`src/rtl/mem_arbiter_rr_if.sv`:
```
// mem_arbiter_rr_if: bundle between the coprocessor channels, the arbiter and the block memory
//  Parameters: CHANNELS, width (memory word bits), memory_size_log (address bits)
//  Channel side : in_request, out_grant, in_ch_read_en, in_ch_write_en, in_ch_address,
//                 in_ch_data, out_ch_data, out_ch_valid, out_conflict
//  Memory side  : out_mem_read_en, out_mem_write_en, out_mem_address, out_mem_data, in_mem_data
//  slave  = arbiter view, master = channels-plus-memory view
interface mem_arbiter_rr_if #(
  parameter int CHANNELS        = 4,
  parameter int width           = 96,
  parameter int memory_size_log = 8
);
  logic [CHANNELS-1:0]                 in_request;
  logic [CHANNELS-1:0]                 out_grant;
  logic [CHANNELS-1:0]                 in_ch_read_en;
  logic [CHANNELS-1:0]                 in_ch_write_en;
  logic [CHANNELS*memory_size_log-1:0] in_ch_address;
  logic [CHANNELS*width-1:0]           in_ch_data;
  logic [width-1:0]                    out_ch_data;
  logic [CHANNELS-1:0]                 out_ch_valid;
  logic                                out_mem_read_en;
  logic                                out_mem_write_en;
  logic [memory_size_log-1:0]          out_mem_address;
  logic [width-1:0]                    out_mem_data;
  logic [width-1:0]                    in_mem_data;
  logic                                out_conflict;
  modport slave (
    input  in_request, in_ch_read_en, in_ch_write_en, in_ch_address, in_ch_data, in_mem_data,
    output out_grant, out_ch_data, out_ch_valid, out_mem_read_en, out_mem_write_en,
           out_mem_address, out_mem_data, out_conflict
  );
  modport master (
    output in_request, in_ch_read_en, in_ch_write_en, in_ch_address, in_ch_data, in_mem_data,
    input  out_grant, out_ch_data, out_ch_valid, out_mem_read_en, out_mem_write_en,
           out_mem_address, out_mem_data, out_conflict
  );
endinterface

```
`src/rtl/mem_arbiter_rr.sv`:
```
// mem_arbiter_rr: round-robin arbiter sharing one synchronous block memory among CHANNELS coprocessors
//  in_clk   : clock, all state on the rising edge
//  in_reset : synchronous active-high reset
//  bus      : mem_arbiter_rr_if.slave (request/grant, per-channel memory access, memory port, read return)
module mem_arbiter_rr #(
  parameter int CHANNELS        = 4,
  parameter int cell_width      = 32,
  parameter int size            = 3,
  parameter int width           = cell_width * size,
  parameter int memory_size_log = 8,
  parameter int HOLD_MAX        = 16
) (
  input logic             in_clk,
  input logic             in_reset,
  mem_arbiter_rr_if.slave bus
);
  localparam int PW = CHANNELS > 1 ? $clog2(CHANNELS) : 1;
  localparam int HW = HOLD_MAX > 1 ? $clog2(HOLD_MAX) : 1;
  localparam logic [HW-1:0] HOLD_LAST = HW'(HOLD_MAX > 0 ? HOLD_MAX - 1 : 0);
  typedef enum logic [1:0] {IDLE, GRANT, RELEASE} state_t;
  state_t state, state_nxt;
  logic [PW-1:0] g_idx, g_nxt, ptr, ptr_nxt, sel;
  logic [HW-1:0] hold_cnt, hold_nxt;
  logic [CHANNELS-1:0] g_onehot, rd_tag, rd_tag_d;
  logic granted, others, preempt, rd_issue, both_en;
  assign granted  = state == GRANT;
  assign g_onehot = CHANNELS'(1) << g_idx;
  assign bus.out_grant = granted ? g_onehot : '0;
  assign others   = |(bus.in_request & ~g_onehot);
  // Counter saturates at HOLD_LAST so a lone long-running owner still yields promptly once someone else asks.
  assign preempt  = HOLD_MAX != 0 && hold_cnt == HOLD_LAST && others;
  assign both_en  = bus.in_ch_read_en[g_idx] & bus.in_ch_write_en[g_idx];
  assign rd_issue = granted & bus.in_ch_read_en[g_idx] & ~bus.in_ch_write_en[g_idx];
  // First requester at or after ptr; scanning downward leaves the lowest offset in sel.
  always_comb begin
    sel = ptr;
    for (int i = CHANNELS - 1; i >= 0; i--)
      if (bus.in_request[(int'(ptr) + i) % CHANNELS]) sel = PW'((int'(ptr) + i) % CHANNELS);
  end
  always_ff @(posedge in_clk) begin
    if (in_reset) begin
      state    <= IDLE;
      g_idx    <= '0;
      ptr      <= '0;
      hold_cnt <= '0;
    end else begin
      state    <= state_nxt;
      g_idx    <= g_nxt;
      ptr      <= ptr_nxt;
      hold_cnt <= hold_nxt;
    end
  end
  // ptr moves to g+1 on the way into RELEASE, so RELEASE can already arbitrate
  // from the new position and hand over after a single dead cycle.
  always_comb begin
    state_nxt = state;
    g_nxt     = g_idx;
    ptr_nxt   = ptr;
    hold_nxt  = hold_cnt;
    if (granted) begin
      hold_nxt = hold_cnt == HOLD_LAST ? hold_cnt : hold_cnt + 1'b1;
      if (!bus.in_request[g_idx] || preempt) begin
        state_nxt = RELEASE;
        ptr_nxt   = PW'((int'(g_idx) + 1) % CHANNELS);
      end
    end else begin
      hold_nxt  = '0;
      state_nxt = |bus.in_request ? GRANT : IDLE;
      g_nxt     = |bus.in_request ? sel : g_idx;
    end
  end
  // Memory port and read-return pipeline: rd_tag rides with the issued read,
  // rd_tag_d marks the cycle in_mem_data holds that read's word.
  always_ff @(posedge in_clk) begin
    if (in_reset) begin
      bus.out_mem_read_en  <= 1'b0;
      bus.out_mem_write_en <= 1'b0;
      bus.out_mem_address  <= '0;
      bus.out_mem_data     <= '0;
      bus.out_conflict     <= 1'b0;
      bus.out_ch_valid     <= '0;
      bus.out_ch_data      <= '0;
      rd_tag               <= '0;
      rd_tag_d             <= '0;
    end else begin
      bus.out_mem_read_en  <= rd_issue;
      bus.out_mem_write_en <= granted & bus.in_ch_write_en[g_idx];
      if (granted) begin
        bus.out_mem_address <= bus.in_ch_address[g_idx*memory_size_log +: memory_size_log];
        bus.out_mem_data    <= bus.in_ch_data[g_idx*width +: width];
      end
      if (granted & both_en) bus.out_conflict <= 1'b1;
      rd_tag           <= rd_issue ? g_onehot : '0;
      rd_tag_d         <= rd_tag;
      bus.out_ch_valid <= rd_tag_d;
      if (|rd_tag_d) bus.out_ch_data <= bus.in_mem_data;
    end
  end
endmodule

```
`src/flat_wrapper.sv`:
```
// flat-port wrapper written by rule: the top's interface ports become plain ports
module mem_arbiter_rr_flat 
#(
  parameter int CHANNELS        = 4,
  parameter int cell_width      = 32,
  parameter int size            = 3,
  parameter int width           = cell_width * size,
  parameter int memory_size_log = 8,
  parameter int HOLD_MAX        = 16
)
  (in_clk, in_reset, bus_in_request, bus_in_ch_read_en, bus_in_ch_write_en, bus_in_ch_address, bus_in_ch_data, bus_in_mem_data, bus_out_grant, bus_out_ch_data, bus_out_ch_valid, bus_out_mem_read_en, bus_out_mem_write_en, bus_out_mem_address, bus_out_mem_data, bus_out_conflict);
  mem_arbiter_rr_if #(.CHANNELS(CHANNELS), .width(width), .memory_size_log(memory_size_log)) bus_i ();
  input logic in_clk;
  input logic in_reset;
  input wire logic [$bits(bus_i.in_request)-1:0] bus_in_request;
  input wire logic [$bits(bus_i.in_ch_read_en)-1:0] bus_in_ch_read_en;
  input wire logic [$bits(bus_i.in_ch_write_en)-1:0] bus_in_ch_write_en;
  input wire logic [$bits(bus_i.in_ch_address)-1:0] bus_in_ch_address;
  input wire logic [$bits(bus_i.in_ch_data)-1:0] bus_in_ch_data;
  input wire logic [$bits(bus_i.in_mem_data)-1:0] bus_in_mem_data;
  output wire logic [$bits(bus_i.out_grant)-1:0] bus_out_grant;
  output wire logic [$bits(bus_i.out_ch_data)-1:0] bus_out_ch_data;
  output wire logic [$bits(bus_i.out_ch_valid)-1:0] bus_out_ch_valid;
  output wire logic [$bits(bus_i.out_mem_read_en)-1:0] bus_out_mem_read_en;
  output wire logic [$bits(bus_i.out_mem_write_en)-1:0] bus_out_mem_write_en;
  output wire logic [$bits(bus_i.out_mem_address)-1:0] bus_out_mem_address;
  output wire logic [$bits(bus_i.out_mem_data)-1:0] bus_out_mem_data;
  output wire logic [$bits(bus_i.out_conflict)-1:0] bus_out_conflict;
  assign bus_i.in_request = bus_in_request;
  assign bus_i.in_ch_read_en = bus_in_ch_read_en;
  assign bus_i.in_ch_write_en = bus_in_ch_write_en;
  assign bus_i.in_ch_address = bus_in_ch_address;
  assign bus_i.in_ch_data = bus_in_ch_data;
  assign bus_i.in_mem_data = bus_in_mem_data;
  assign bus_out_grant = bus_i.out_grant;
  assign bus_out_ch_data = bus_i.out_ch_data;
  assign bus_out_ch_valid = bus_i.out_ch_valid;
  assign bus_out_mem_read_en = bus_i.out_mem_read_en;
  assign bus_out_mem_write_en = bus_i.out_mem_write_en;
  assign bus_out_mem_address = bus_i.out_mem_address;
  assign bus_out_mem_data = bus_i.out_mem_data;
  assign bus_out_conflict = bus_i.out_conflict;
  mem_arbiter_rr #(.CHANNELS(CHANNELS), .cell_width(cell_width), .size(size), .width(width), .memory_size_log(memory_size_log), .HOLD_MAX(HOLD_MAX)) u_core (.in_clk(in_clk), .in_reset(in_reset), .bus(bus_i));
endmodule
```
`config.mk`:
```
export PLATFORM = sky130hd
export DESIGN_NAME = mem_arbiter_rr_flat
export DESIGN_NICKNAME = d
export VERILOG_FILES = /design/src/rtl/mem_arbiter_rr_if.sv /design/src/rtl/mem_arbiter_rr.sv /design/src/flat_wrapper.sv
export SDC_FILE = /design/constraint.sdc
export NUM_CORES = 1
export LEC_CHECK = 0
export BUFFER_PORTS_ARGS = -buffer_cell sky130_fd_sc_hd__buf_2
export CAP_MARGIN = 20
export CORE_AREA = 10 10 277 279
export CTS_CLUSTER_DIAMETER = 60
export DETAILED_ROUTE_END_ITERATION = 10
export DIE_AREA = 0 0 287 289
export PLACE_DENSITY = 0.44
export RECOVER_POWER = 25
export SYNTH_ARGS = -nofsm -noshare
export SYNTH_HDL_FRONTEND = slang
export SYNTH_SLANG_ARGS = --single-unit
```
`constraint.sdc`:
```
create_clock -name in_clk -period 1.92 [get_ports in_clk]
set_input_delay 0.192 -clock in_clk [delete_from_list [all_inputs] [get_ports in_clk]]
set_output_delay 0.192 -clock in_clk [all_outputs]
set_load 0.05 [all_outputs]
```
Word-level counts from Yosys, hierarchy flattened
Cells that the tools add are included.
{"block": "op_classes", "mul": 1, "bitwise_logic": 13, "eq_ne": 3, "shift": 3, "add_sub_neg": 5, "reduce_logical": 13, "muxes": 25, "n_lt_le_gt_ge": 5}
{"cell": "$shiftx A384 B10 Y96", "n": 1}
{"cell": "$shiftx A32 B6 Y8", "n": 1}
{"cell": "$bmux W1 S2", "n": 7}
{"cell": "$lt A3 B4 Y1 const B", "n": 3}
{"cell": "$mux W2", "n": 6}
{"cell": "$reduce_or A4 Y1", "n": 3}
{"cell": "$mux W1", "n": 11}
{"cell": "$reduce_or A2 Y1", "n": 5}
{"cell": "$lt A2 B3 Y1 const B", "n": 2}
{"cell": "$and A1 B1 Y1", "n": 5}
{"cell": "$add A2 B1 Y2 const B", "n": 2}
{"cell": "$add A2 B2 Y2 const B", "n": 2}
{"cell": "$add A4 B1 Y4 const B", "n": 1}
{"cell": "$and A4 B4 Y4", "n": 1}
{"cell": "$eq A4 B4 Y1 const B", "n": 1}
{"cell": "$mul A2 B2 Y4 const B", "n": 1}
{"cell": "$mux W4", "n": 1}
{"cell": "$not A4 Y4", "n": 1}
{"cell": "$reduce_and A2 Y1", "n": 2}
{"cell": "$shl A1 B2 Y4 const A", "n": 1}
{"cell": "$and A1 B1 Y1 const A", "n": 3}
{"cell": "$not A1 Y1", "n": 3}
{"cell": "$eq A2 B1 Y1 const B", "n": 1}
{"cell": "$ne A2 B2 Y1 const B", "n": 1}
{"cell": "other kinds (3)", "n": 3}
{"block": "word_totals", "regBits": 225, "wordCells": 81}

Logic depth before layout (Yosys ltp)
{"block": "logic_depth", "word_depth": 10, "depth_mapped": 8, "depth_no_buf": 6}

Least setup slack after synthesis
Ideal clock, no wire load.
{"block": "synth_path", "path_kind": "register to register", "start": "register u_core.g_idx[0]", "end": "register u_core.ptr[0]", "slack_ns": -0.198, "path_stages_with_launch": 9, "setup_time_ns": 0.121, "arrival_time_ns": 1.997, "cell_sequence": "dfxtp_1 buf_4 buf_4 inv_1 ha_1 nand2b_1 a41o_1 o211a_1 mux2_4"}
{"block": "synth_via", "elab_chain_cells": 7}
{"item": "from (decl)", "line": "mem_arbiter_rr.sv:22", "source": "logic [PW-1:0] g_idx, g_nxt, ptr, ptr_nxt, sel;"}
{"item": "from (signal assigned)", "line": "mem_arbiter_rr.sv:48", "source": "g_idx <= g_nxt;"}
{"item": "$shl A1 B2 Y4", "line": "mem_arbiter_rr.sv:27", "source": "assign g_onehot = CHANNELS'(1) << g_idx;"}
{"item": "via u_core.g_onehot[2]", "line": "mem_arbiter_rr.sv:24", "source": "logic [CHANNELS-1:0] g_onehot, rd_tag, rd_tag_d;"}
{"item": "$not A4 Y4", "line": "mem_arbiter_rr.sv:29", "source": "assign others = |(bus.in_request & ~g_onehot);"}
{"item": "$and A4 B4 Y4", "line": "mem_arbiter_rr.sv:29"}
{"item": "$reduce_or A4 Y1", "line": "mem_arbiter_rr.sv:29"}
{"item": "$logic_and A1 B1 Y1", "line": "mem_arbiter_rr.sv:31", "source": "assign preempt = HOLD_MAX != 0 && hold_cnt == HOLD_LAST && others;"}
{"item": "$logic_or A1 B1 Y1", "line": "mem_arbiter_rr.sv:62", "source": "if (!bus.in_request[g_idx] || preempt) begin"}
{"item": "$reduce_and A2 Y1 (no source line)"}
{"item": "to (signal assigned)", "line": "mem_arbiter_rr.sv:49", "source": "ptr <= ptr_nxt;"}
{"item": "to (decl)", "line": "mem_arbiter_rr.sv:22"}
The timed path passes the listed nets, and every way through them passes these cells. The select of a mux whose other input is x is not followed.
A chain may end at the register's enable or synchronous reset.

Final worst setup path
{"block": "layout_path", "start": "register u_core.g_idx[1]", "end": "output port bus_out_grant[0]"}
{"block": "layout_via", "elab_chain_cells": 2}
{"item": "$shl A1 B2 Y4", "line": "mem_arbiter_rr.sv:27"}
{"item": "via u_core.g_onehot[0]", "line": "mem_arbiter_rr.sv:24"}
{"item": "$mux W4", "line": "mem_arbiter_rr.sv:28", "source": "assign bus.out_grant = granted ? g_onehot : '0;"}
{"item": "to (decl)", "line": "flat_wrapper.sv:21", "source": "output wire logic [$bits(bus_i.out_grant)-1:0] bus_out_grant;"}
The timed path passes the listed nets, and every way through them passes these cells.

==> run metrics <==
Overflow after GRT 0; PortBufs 736; crit path launch type flop; synthesized area per cell approximately 9.4 um2; Placer Congestion between 0.9 and 1; fin nets about 2.5k; Final min period around 1.8 ns; cells after synthesis between 1k and 1.5k; period utilisation layout between 90% and 100%; chip height roughly 290 um; post-synthesis net count between 1.5k and 2k; worst-margin pin slew between 1 and 1.5 ns; number of global-route vias before repair roughly 12k; sequential group share of total power 33.5%; clock share of power approximately 39%; switching share of total power a little under a third; Worst EP arrival between 1.5 and 2 ns; die extent in x roughly 290 um; Detail Route Antenna Nets 0; initial antenna violation count 9; fill count ~7.8k; Setup Viol. Count Final 0; worst setup margin roughly 0.085 ns; Max-Slew Margin vs Limit 26.7%; Synth Warn # 0; number of distinct library cells after synthesis 38; detailed placer's ending HPWL between 40 and 50 mm; Synth Cell Area roughly 0.010 mm2; sequential cell area fraction in the yosys report between 40% and 50%; Tightest Hold Check Type in2reg; crit end category output port; worst path required time 1.73 ns; router iterations before antenna repair 6; Area contributors post-synth dfxtp_1, mux4_2, nand2_1; CTS clk-pin slew, worst paths about 0.06 ns; Worst Path Max Fanout 5; Clock Skew 0.00693 ns; DRC 0; Post-synth EDFFs 0; CTS tree yes; TritonCTS Buffers 30; P_sw between 4 and 5 mW; area of the die 0.0829 mm2; Comb power frac 27.2%; layout cells sized above 1 between 40% and 50%; Clock Sinks approximately 230; row cnt 98; largest net degree at the start of global routing 95; Total GRT Usage 12.7%; Internal between 10 and 15 mW; First DRT Iteration DRCs 390; multi-input combinational cell area roughly 0.0055 mm2; clock buffer depth 3; Starting Density roughly 15%; static leakage 7.31 nW; Root Driver clkbuf_16; wirelength, routed around 57 mm; Vias/cell about 4; fraction of registers with async set or reset after synthesis 0%; routed via count 11.6k; Pins Over Slew Limit 0; critical path class reg2out; Fin Setup TNS 0 ns; wire per inst slightly below 20 um; Clock Latency Late Sink about 0.57 ns; Synth Flop Type dfxtp_1; Worst IR Drop VDD between 0.5 and 0.6 mV; Synth area leader dfxtp_1; final hold viol count 0; Max-Cap Viols 0; first-pass GRT wire length about 81 mm; status complete, no violations; worst slack, placed between 0.15 and 0.2 ns; I/O pins 737; Layout area overhead 66.5%; Core Region 0.0711 mm2; H-tree depth 1; synthesized flop and latch total between 200 and 250; Yosys top cell area share a little over two fifths; achievable frequency 545 MHz; Power Density around 900 mW/mm2; storage element area approximately 0.0045 mm2; RSZ-0062 raised after global routing no
## layout by cell type, fill, tap and decap left out, types with 2 or more instances in the layout
master | Yosys | layout
a21oi_1 | 202 | 202
a31oi_1 | 3 | 3
and2_1 | 9 | 9
buf_12 | 0 | 10
buf_2 | 15 | 642
buf_4 | 11 | 40
bufinv_16 | 0 | 6
clkbuf_1 | 59 | 98
clkbuf_16 | 0 | 30
clkbuf_4 | 0 | 4
clkbuf_8 | 0 | 4
clkinv_2 | 0 | 4
dfxtp_1 | 225 | 222
dfxtp_4 | 0 | 2
dlygate4sd3_1 | 0 | 97
ha_1 | 5 | 5
inv_1 | 4 | 3
inv_6 | 0 | 2
mux2i_1 | 5 | 5
mux4_2 | 106 | 106
nand2_1 | 404 | 404
nand2b_1 | 9 | 8
nand3_1 | 5 | 5
nor2_1 | 11 | 11
nor2b_1 | 10 | 9
## worst max-delay path: stages, from the launching register on
cell	delay, ns
dfxtp_4	0.37
inv_1	0.12
ha_1	0.22
and2_1	0.15
buf_4	0.22
## power by group through the flow
stage          Sequential (mW)  Combinational, mW  Clock (mW)
2_1_floorplan             6.22               1.54           0
3_3_place_gp              5.25               4.08           0
5_1_grt                   5.20               4.49        6.44
3_5_place_dp              5.26               4.12           0
6_report                  5.16               4.18        6.05
4_1_cts                   5.16               4.29        6.27
## cells in the mapped netlist, types with 3 or more instances
| library cell | instances |
|---|---|
| a21oi_1 | 202 |
| a31oi_1 | 3 |
| and2_1 | 9 |
| buf_1 | 4 |
| buf_2 | 15 |
| buf_4 | 11 |
| buf_6 | 4 |
| clkbuf_1 | 59 |
| dfxtp_1 | 225 |
| ha_1 | 5 |
| inv_1 | 4 |
| mux2i_1 | 5 |
| mux4_2 | 106 |
| nand2_1 | 404 |
| nand2b_1 | 9 |
| nand3_1 | 5 |
| nor2_1 | 11 |
| nor2b_1 | 10 |
## path summary, 6_finish.rpt
check,from,end,slack (ns),depth (start not counted)
hold reg to reg,u_core.bus.out_ch_data[79],u_core.bus.out_ch_data[79],0.45,2
hold / removal,bus_in_request[1],u_core.state[1],0.07,4
setup / recovery,u_core.g_idx[1],bus_out_grant[0],0.09,4
setup reg to reg,u_core.g_idx[1],u_core.ptr[0],0.15,6
## sequential cells by signal (all words and copies together) (netlist names), 4 cells and up
name	cells
u_core.bus.out_ch_data	96
u_core.bus.out_ch_valid	4
u_core.bus.out_mem_address	8
u_core.bus.out_mem_data	96
u_core.hold_cnt	4
u_core.rd_tag	4
u_core.rd_tag_d	4
## final cells by class
type | count | share of cell area [%]
clock buffer | 42 | 4.82
timing repair buffer | 884 | 29.2
clock inverter | 14 | 1.40
inverter | 4 | 0.0865
multi-input combinational | 789 | 31.6
antenna | 1 | 0.0144
tap | 950 | 6.85
sequential | 225 | 26.0
## routing by layer
layer,up-vias,track usage (%),share of wire (%)
met5,-,0,0.079
met4,6,3.14,2.2
met3,71,4.04,8.4
met2,513,23.5,52
met1,5460,13.9,38
li1,5503,-,-
## cells by family after synthesis
group,count (synthesis),synth area share (%)
simple gates,456,17.5
flops,225,43.2
compound gates,215,10.7
mux,112,23.5
buf+inv,97,4.36
fa+ha+maj,5,0.600
xor+xnor,1,0.0840
## timing repair
action	4_1_cts	5_1_grt
setup buffers	2	0
hold buffers	97	0
endpoints found under the hold margin	111	0
setup endpoints to repair	4	3
resized for setup	2	4
cloned	0	0
## through the flow
step	util, %	instances	cell area, um2	power [mW]	hold WS, ns
2_1_floorplan	-	1111	10400	7.76	0.332
3_3_place_gp	21.7	2753	15400	9.33	0.435
3_5_place_dp	21.7	2753	15400	9.38	0.440
4_1_cts	24.6	2908	17500	15.7	0.0272
5_1_grt	24.4	2909	17400	16.1	0.0737
6_report	24.4	2909	17400	15.4	0.0731
Note: power is estimated with default switching activity, not from simulation.
